==> src/rtl/moore_serial_pattern_generator_pkg.sv <==
// Shared definitions for the serial pattern generator: state encoding and
// default sizing.
package moore_serial_pattern_generator_pkg;

    localparam int DEF_WIDTH = 8;
    localparam int DEF_LEN_W = 4;
    localparam int DEF_REP_W = 4;

    typedef enum logic [1:0] {
        IDLE = 2'b00,
        SEND = 2'b01,
        DONE = 2'b10
    } state_e;

endpackage

==> src/rtl/moore_serial_pattern_generator_if.sv <==
// Request handshake and serial output bundle for the pattern generator.
// The repetition count is carried on repeat_n because "repeat" is a keyword.
interface moore_serial_pattern_generator_if
    import moore_serial_pattern_generator_pkg::*;
#(
    parameter int WIDTH = DEF_WIDTH,
    parameter int LEN_W = DEF_LEN_W,
    parameter int REP_W = DEF_REP_W
) ();

    logic             start_valid;
    logic             start_ready;
    logic [WIDTH-1:0] pattern;
    logic [LEN_W-1:0] len;
    logic [REP_W-1:0] repeat_n;
    logic             abort;
    logic             x;
    logic             bit_valid;
    logic             busy;
    logic             done;

    modport master (
        output start_valid, pattern, len, repeat_n, abort,
        input  start_ready, x, bit_valid, busy, done
    );

    modport slave (
        input  start_valid, pattern, len, repeat_n, abort,
        output start_ready, x, bit_valid, busy, done
    );

endinterface

==> src/rtl/moore_serial_pattern_generator.sv <==
// Moore serial pattern transmitter: sends a latched pattern MSB-first, one bit
// per clock, for a programmable number of back-to-back repetitions.
//
// state | meaning
// IDLE  | ready for a request; start_ready=1
// SEND  | driving one pattern bit per cycle on x; bit_valid=1
// DONE  | one-cycle done pulse, then back to IDLE
module moore_serial_pattern_generator
    import moore_serial_pattern_generator_pkg::*;
#(
    parameter int WIDTH = DEF_WIDTH,
    parameter int LEN_W = DEF_LEN_W,
    parameter int REP_W = DEF_REP_W
) (
    input  logic clk,
    input  logic rst,
    moore_serial_pattern_generator_if.slave bus
);

    state_e           state_q, state_d;
    logic [WIDTH-1:0] pat_q, pat_d;
    logic [WIDTH-1:0] sh_q, sh_d;
    logic [LEN_W-1:0] len_q, len_d;
    logic [LEN_W-1:0] idx_q, idx_d;
    logic [REP_W-1:0] rep_q, rep_d;

    logic [LEN_W-1:0] len_eff;
    logic [REP_W-1:0] rep_left;
    logic [WIDTH-1:0] aligned;

    always_ff @(posedge clk or posedge rst) begin
        if (rst) begin
            state_q <= IDLE;
            pat_q   <= '0;
            sh_q    <= '0;
            len_q   <= '0;
            idx_q   <= '0;
            rep_q   <= '0;
        end else begin
            state_q <= state_d;
            pat_q   <= pat_d;
            sh_q    <= sh_d;
            len_q   <= len_d;
            idx_q   <= idx_d;
            rep_q   <= rep_d;
        end
    end

    // Pattern is left-aligned so bit len-1 sits at the MSB and shifts out first.
    always_comb begin
        len_eff  = (bus.len > LEN_W'(WIDTH)) ? LEN_W'(WIDTH) : bus.len;
        rep_left = (bus.repeat_n == '0) ? '0 : bus.repeat_n - REP_W'(1);
        aligned  = bus.pattern << (LEN_W'(WIDTH) - len_eff);
    end

    always_comb begin
        state_d = state_q;
        pat_d   = pat_q;
        sh_d    = sh_q;
        len_d   = len_q;
        idx_d   = idx_q;
        rep_d   = rep_q;
        case (state_q)
            IDLE: begin
                if (bus.start_valid) begin
                    pat_d = aligned;
                    sh_d  = aligned;
                    len_d = len_eff;
                    rep_d = rep_left;
                    if (len_eff == '0) begin
                        idx_d   = '0;
                        state_d = DONE;
                    end else begin
                        idx_d   = len_eff - LEN_W'(1);
                        state_d = SEND;
                    end
                end
            end
            SEND: begin
                if (bus.abort || (idx_q == '0 && rep_q == '0)) begin
                    state_d = DONE;
                end else if (idx_q == '0) begin
                    rep_d = rep_q - REP_W'(1);
                    idx_d = len_q - LEN_W'(1);
                    sh_d  = pat_q;
                end else begin
                    idx_d = idx_q - LEN_W'(1);
                    sh_d  = {sh_q[WIDTH-2:0], 1'b0};
                end
            end
            DONE: begin
                state_d = IDLE;
            end
            default: begin
                state_d = IDLE;
            end
        endcase
    end

    assign bus.start_ready = (state_q == IDLE);
    assign bus.busy        = (state_q != IDLE);
    assign bus.done        = (state_q == DONE);
    assign bus.bit_valid   = (state_q == SEND);
    assign bus.x           = (state_q == SEND) & sh_q[WIDTH-1];

endmodule

==> src/flat_wrapper.sv <==
// flat-port wrapper written by rule: the top's interface ports become plain ports
module moore_serial_pattern_generator_flat import moore_serial_pattern_generator_pkg::*;
#(
    parameter int WIDTH = DEF_WIDTH,
    parameter int LEN_W = DEF_LEN_W,
    parameter int REP_W = DEF_REP_W
)
  (clk, rst, bus_start_valid, bus_pattern, bus_len, bus_repeat_n, bus_abort, bus_start_ready, bus_x, bus_bit_valid, bus_busy, bus_done);
  moore_serial_pattern_generator_if #(.WIDTH(WIDTH), .LEN_W(LEN_W), .REP_W(REP_W)) bus_i ();
  input  logic clk;
  input  logic rst;
  input wire logic [$bits(bus_i.start_valid)-1:0] bus_start_valid;
  input wire logic [$bits(bus_i.pattern)-1:0] bus_pattern;
  input wire logic [$bits(bus_i.len)-1:0] bus_len;
  input wire logic [$bits(bus_i.repeat_n)-1:0] bus_repeat_n;
  input wire logic [$bits(bus_i.abort)-1:0] bus_abort;
  output wire logic [$bits(bus_i.start_ready)-1:0] bus_start_ready;
  output wire logic [$bits(bus_i.x)-1:0] bus_x;
  output wire logic [$bits(bus_i.bit_valid)-1:0] bus_bit_valid;
  output wire logic [$bits(bus_i.busy)-1:0] bus_busy;
  output wire logic [$bits(bus_i.done)-1:0] bus_done;
  assign bus_i.start_valid = bus_start_valid;
  assign bus_i.pattern = bus_pattern;
  assign bus_i.len = bus_len;
  assign bus_i.repeat_n = bus_repeat_n;
  assign bus_i.abort = bus_abort;
  assign bus_start_ready = bus_i.start_ready;
  assign bus_x = bus_i.x;
  assign bus_bit_valid = bus_i.bit_valid;
  assign bus_busy = bus_i.busy;
  assign bus_done = bus_i.done;
  moore_serial_pattern_generator #(.WIDTH(WIDTH), .LEN_W(LEN_W), .REP_W(REP_W)) u_core (.clk(clk), .rst(rst), .bus(bus_i));
endmodule
==> config.mk <==
export PLATFORM = sky130hd
export DESIGN_NAME = moore_serial_pattern_generator_flat
export DESIGN_NICKNAME = d
export VERILOG_FILES = /design/src/rtl/moore_serial_pattern_generator_pkg.sv /design/src/rtl/moore_serial_pattern_generator_if.sv /design/src/rtl/moore_serial_pattern_generator.sv /design/src/flat_wrapper.sv
export SDC_FILE = /design/constraint.sdc
export NUM_CORES = 1
export LEC_CHECK = 0
export ABC_AREA = 1
export BUFFER_PORTS_ARGS = -buffer_cell sky130_fd_sc_hd__buf_2
export CAP_MARGIN = 5
export CORE_MARGIN = 2
export CORE_UTILIZATION = 60
export CTS_BUF_LIST = sky130_fd_sc_hd__clkbuf_2
export CTS_CLUSTER_DIAMETER = 100
export DETAILED_ROUTE_END_ITERATION = 10
export GPL_ROUTABILITY_DRIVEN = 0
export PLACE_DENSITY_LB_ADDON = 0.08
export SYNTH_ARGS = -nofsm -noshare
export SYNTH_HDL_FRONTEND = slang
export SYNTH_SLANG_ARGS = --single-unit
==> constraint.sdc <==
create_clock -name clk -period 2.1 [get_ports clk]
set_input_delay 0.105 -clock clk [delete_from_list [all_inputs] [get_ports clk]]
set_output_delay 0.105 -clock clk [all_outputs]
set_load 0.02 [all_outputs]
* After elaboration in Yosys (flattened, before gate mapping)
Index checks and enable logic that the tools add are counted.
** Storage, ports and cells
- Flip-flop bits (word level) :: 30
- Input bits :: 20
- Output and inout bits :: 5
** Operators by class
- Add/sub/neg operators :: 6
- Magnitude comparators :: 1
- Eq/ne operators :: 6
- Shift-type cells :: 1
- Muxes and demuxes :: 19
- Bitwise logic cells :: 1
- Reduce and logical (&&, ||, !) cells :: 13
** Operator list (number)
- 2-to-1 mux 4 bit :: 9
- 2-to-1 mux 8 bit :: 3
- subtractor 4 x 1 -> 4 bit (second input constant) :: 5
- zero test 4 bit :: 4
- case mux 4 bit (2 select lines) :: 2
- case mux 8 bit (2 select lines) :: 1
- << shifter 8 x 4 -> 8 bit :: 1
- 2-to-1 mux 2 bit :: 3
- > comparator 4 bit (second input constant) :: 1
- inequality test 2 x 1 -> 1 bit (second input constant) :: 2
- inequality test 2 bit (second input constant) :: 2
- case mux 2 bit (2 select lines) :: 1
- AND reduction 2 bit :: 2
- AND reduction 4 bit :: 1
- nonzero test 2 bit :: 2
- subtractor 4 bit (first input constant) :: 1
- AND reduction 3 bit :: 1
- == test 2 x 1 -> 1 bit (second input constant) :: 1
- == test 2 bit (second input constant) :: 1
- zero test 2 bit :: 1
- bitwise AND 1 bit :: 1
- logical AND 1 bit :: 1
- logical OR 1 bit :: 1

* Longest topological paths before layout
- Depth in word-level cells :: 6
- Depth in mapped cells :: 13
- Gate-level depth less buffers :: 13

* Least setup slack after synthesis
OpenSTA, ideal clock, no wires.
- Path type :: reg2reg
- Start :: register u_core.idx_q[2]
- End :: register u_core.idx_q[2]
- Arrival time :: 1.468 ns
- Data required time :: 1.972 ns
- Setup slack :: 0.504 ns
- Cell stages (with the launch flop) :: 9
- Path buffers :: 0
- Clock period less this slack :: 1.596 ns
- Path through :: dfrtp_1 > nor2_4 > nand2_4 > o21ai_1 > inv_1 > ha_1 > or2_2 > nand2_1 > a31oi_2
** Between the ends
- Cells in the longest elaborated chain, start to end :: 5
- Elaborated cells on any way between the ends :: 9
- Those cells by class :: add/sub (1); eq/ne (1); mux (3); reduce/logical (4)
** RTL lines
- start, declared :: line moore_serial_pattern_generator.sv:24 : logic [LEN_W-1:0] idx_q, idx_d;
- start signal, assigned :: line moore_serial_pattern_generator.sv:44 : idx_q <= idx_d;
- parallel branches: the longest is 5 deep, another holds subtractor 4 x 1 -> 4 bit
Parallel ways; which one is timed is not known. The select of a mux whose other input is x is not followed.
A chain may end at the register's enable or synchronous reset.

* Worst setup path in the final report
Same ends and word-level chain as after synthesis.

==> flow_summary_export.csv <==
group,metric,value,unit
logic_synthesis,netlist_top_cells_area,"sky130_fd_sc_hd__dfrtp_1 (36%), sky130_fd_sc_hd__nand2_1 (13%), sky130_fd_sc_hd__inv_1 (7.4%)",
route,post_drt_wl_per_cell,12.02,um
grt,number_of_antenna_violations_at_the_first_check_in_global_routing,0,
finish,final_nets,347,
sta,timing.final.max_slew_violations,0,
logic_synthesis,muxShareOfSynthArea,0,
finish,antenna_diode_count,0,
finish,layout.filler_cells,327,
logic_synthesis,synth_top_cell_area_share,0.3601,
logic_synthesis,synth_compound_area_frac,0.1435,
finish,fin_area,2271,um2
setup_path,worst_ep_arrival_time,2010,ps
outcome,status,"completed",
logic_synthesis,synth.yosys.seq_area_share,0.3601,
sta,finalHoldViolations,0,
logic_synthesis,largest_family_of_logic_cells_by_synthesized_area,"simple AND/OR/NAND/NOR gates",
route,route.detailed.drc,0,
clocking,clock_sink_count,30,
power_and_ir_drop,cellLeakagePower,1.224,nW
worst_hold_path,holdCritPathClass,"in -> reg",
die,core_region_area,3337,um2
clocking,register_clock_pin_slew_on_the_reported_worst_setup_and_hold_paths,140,ps
logic_synthesis,netlist_top_cells_count,"sky130_fd_sc_hd__nand2_1 (70), sky130_fd_sc_hd__inv_1 (41), sky130_fd_sc_hd__nor2_1 (32)",
die,die_height,62.94,um
sta,fin_worst_hold_slack,29.07,ps
route,ant_nets,0,
die,fp-row-count,21,
setup_path,setup.worst_path.start_class,"flip-flop",
sta,rsz_0062_raised_after_global_routing,"false",
logic_synthesis,synth_async_sr_flop_share,1.000,
logic_synthesis,synthesis.instances,293,
grt,grt_usage,0.2486,
clocking,number_of_buffers_inserted_during_clock_tree_synthesis,5,
clocking,htree_levels,2,
setup_path,worstPathMaxFanout,9,
route,met2WireLength,2.062,mm
route,wl,4.411,mm
power_and_ir_drop,ir_worst_vdd,0.6324,mV
clocking,cts_tree,"yes",
sta,finClkSkew,5.434,ps
logic_synthesis,post_synth_instance_area,2084,um2
setup_path,critical_path.max_stage_delay,450,ps
sta,setup_total_negative_slack,0,ps
logic_synthesis,synth_xor_xnor_area_share,0.02581,
logic_synthesis,synth_nets,318,
setup_path,critical_path_required,2340,ps
sta,final_min_period_over_clock_period,0.8467,
route,route.top_layer_used,"met4",
route,dr_total_vias,1909,
logic_synthesis,post_synth_num_cell_types,28,
logic_synthesis,synth.ff_latch_count,30,
job,cap_viol_max_count,0,
logic_synthesis,yosys.area_share.adder,0.03001,
finish,multi_input_area,1100,um2
placement,hpwlAfterDp,3.238,mm
sta,worstMarginPinSlew,389.4,ps
placement,place_area,2232,um2
clocking,clock_tree.buffer_depth,2,
clocking,clock_insertion_delay_worst_skew,340,ps
sta,post-route-min-period,1778,ps
power_and_ir_drop,pwr_density_cell,1267,nW/um2
sta,post-route-worst-setup-slack,322.0,ps
finish,layout.area.seq,750.7,um2
route,avgViaCountPerCell,5.202,
sta,clock.fmax,562.4,MHz
setup_path,worst_setup_path_end_kind,"flip-flop",
clocking,post_cts_resize_count,0,
setup_path,timing_worst_setup_path_type,"reg -> reg",
logic_synthesis,yosys.area_share.simple,0.3283,
route,routed_metal_1_wire_length,2.089,mm
logic_synthesis,synth.most_common_cell,"sky130_fd_sc_hd__nand2_1",
finish,areaGrowthSynthToFinish,8.944,%
clocking,postCtsSetupBuffers,0,
placement,buffer_ports.inserted,24,
finish,drive_above_1_share,0.1869,
grt,grt_pass1_wl,7.879,mm
placement,preCtsSetupSlack,197.5,ps
setup_path,cpMaxStageDelayCell,"sky130_fd_sc_hd__dfrtp_1",
logic_synthesis,yosys_warnings,0,
die,floorplan.die_area,3961,um2
clocking,cts.root.buffer_cell,"sky130_fd_sc_hd__clkbuf_2",
grt,global_route.overflow_total,0,
logic_synthesis,synth_top_area_cell,"sky130_fd_sc_hd__dfrtp_1",
die,initial_core_util,0.6247,
route,drt_first_iter_violations,126,
grt,first_global_vias,1816,
grt,grt_max_degree,31,
logic_synthesis,synthesis.area_per_instance,7.114,um2
sta,setup_violations,0,
setup_path,crit_path_cell_trace,"nor2_4, nand2_4, o21ai_1, inv_1, ha_1, or2_2, nand2_1, a31oi_2",
sta,max_slew_margin,0.7404,
logic_synthesis,synth-edff-count,0,
logic_synthesis,synth-main-ff-cell,"sky130_fd_sc_hd__dfrtp_1",
route,firstDrtPassIters,5,
die,die_w,62.94,um
die,top_level_ports,25,
route,wl_met3,217,um
==> what timing repair did <==
action,in CTS,in global routing
endpoints found under the hold margin,30,0
setup endpoints to repair,0,0
hold buffers,1,0
==> through the flow <==
stage	util	std cells	power [mW]
CTS	0.6805	367	2.883
detailed placement	0.6689	360	2.631
floorplan	-	293	2.297
finish	0.6805	367	2.877
global placement	0.6689	360	2.596
global route	0.6805	367	3.160
==> routing by layer <==
layer,GRT usage,vias up
li1,-,990
met1,0.3213,860
met2,0.4202,55
met3,0.04865,4
met4,0.07500,0
met5,0,-
==> cell usage in the layout, fill, tap and decap left out, types with 2 or more instances in the layout <==
cell type                  count
sky130_fd_sc_hd__dfrtp_1      30
sky130_fd_sc_hd__inv_1        41
sky130_fd_sc_hd__nor2_4        3
sky130_fd_sc_hd__clkbuf_2      5
sky130_fd_sc_hd__nand2_4       5
sky130_fd_sc_hd__a21oi_1      15
sky130_fd_sc_hd__buf_4         4
sky130_fd_sc_hd__nand2_1      70
sky130_fd_sc_hd__nand2_2       6
sky130_fd_sc_hd__o21ai_1       5
sky130_fd_sc_hd__nor2_2        2
sky130_fd_sc_hd__o21ai_0      21
sky130_fd_sc_hd__nor2_1       32
sky130_fd_sc_hd__o22ai_1       3
sky130_fd_sc_hd__o211ai_1      5
sky130_fd_sc_hd__nor3_1        4
sky130_fd_sc_hd__nand3_1      25
sky130_fd_sc_hd__xor2_1        3
sky130_fd_sc_hd__ha_1          5
sky130_fd_sc_hd__a31oi_2       3
sky130_fd_sc_hd__buf_2        24
sky130_fd_sc_hd__inv_2         4
==> report_power, final <==
group	internal, mW	switching (mW)
Combinational	0.567	1.04
Sequential	0.855	0.169
Clock	0.0662	0.179
==> flip-flops by register name, indices dropped and copies added, names as in the netlist <==
register,flops
u_core.idx_q,4
u_core.len_q,4
u_core.pat_q,8
u_core.rep_q,4
u_core.sh_q,8
u_core.state_q,2
==> path summary, 6_finish.rpt <==
check	endpoint	slack [ps]	start	cells after the start
hold reg to reg	u_core.pat_q[0]	500	u_core.pat_q[0]	2
hold / removal	u_core.len_q[1]	30	bus_len[1]	3
setup reg to reg	u_core.idx_q[2]	320	u_core.idx_q[2]	8
setup / recovery	u_core.idx_q[2]	320	u_core.idx_q[2]	8
min in group asynchronous	u_core.pat_q[1]	360	rst	4
max in group asynchronous	u_core.pat_q[5]	1450	rst	4
==> worst max-delay path: cells and delay by family (launching register included) <==
family	cells	cell delay (ps)
and+or+nand+nor	4	670
DFF	1	450
buffers and inverters	1	100
adders and majority gates	1	200
AOI/OAI and AO/OA	2	260
==> cells by family after synthesis <==
kind of cell | count (synthesis)
simple gates | 149
flops | 30
xor+xnor | 4
fa+ha+maj | 5
buf+inv | 53
compound gates | 52
==> final cells by class <==
class | count | area share
multi-input cells | 210 | 0.4843
flip-flops and latches | 30 | 0.3306
inverters | 46 | 0.07658
repair buffers | 29 | 0.07052
well taps | 46 | 0.02534
clock buffers | 5 | 0.01102
clock inverters | 1 | 0.001653
No activity file was read; power rests on OpenSTA's default activity.
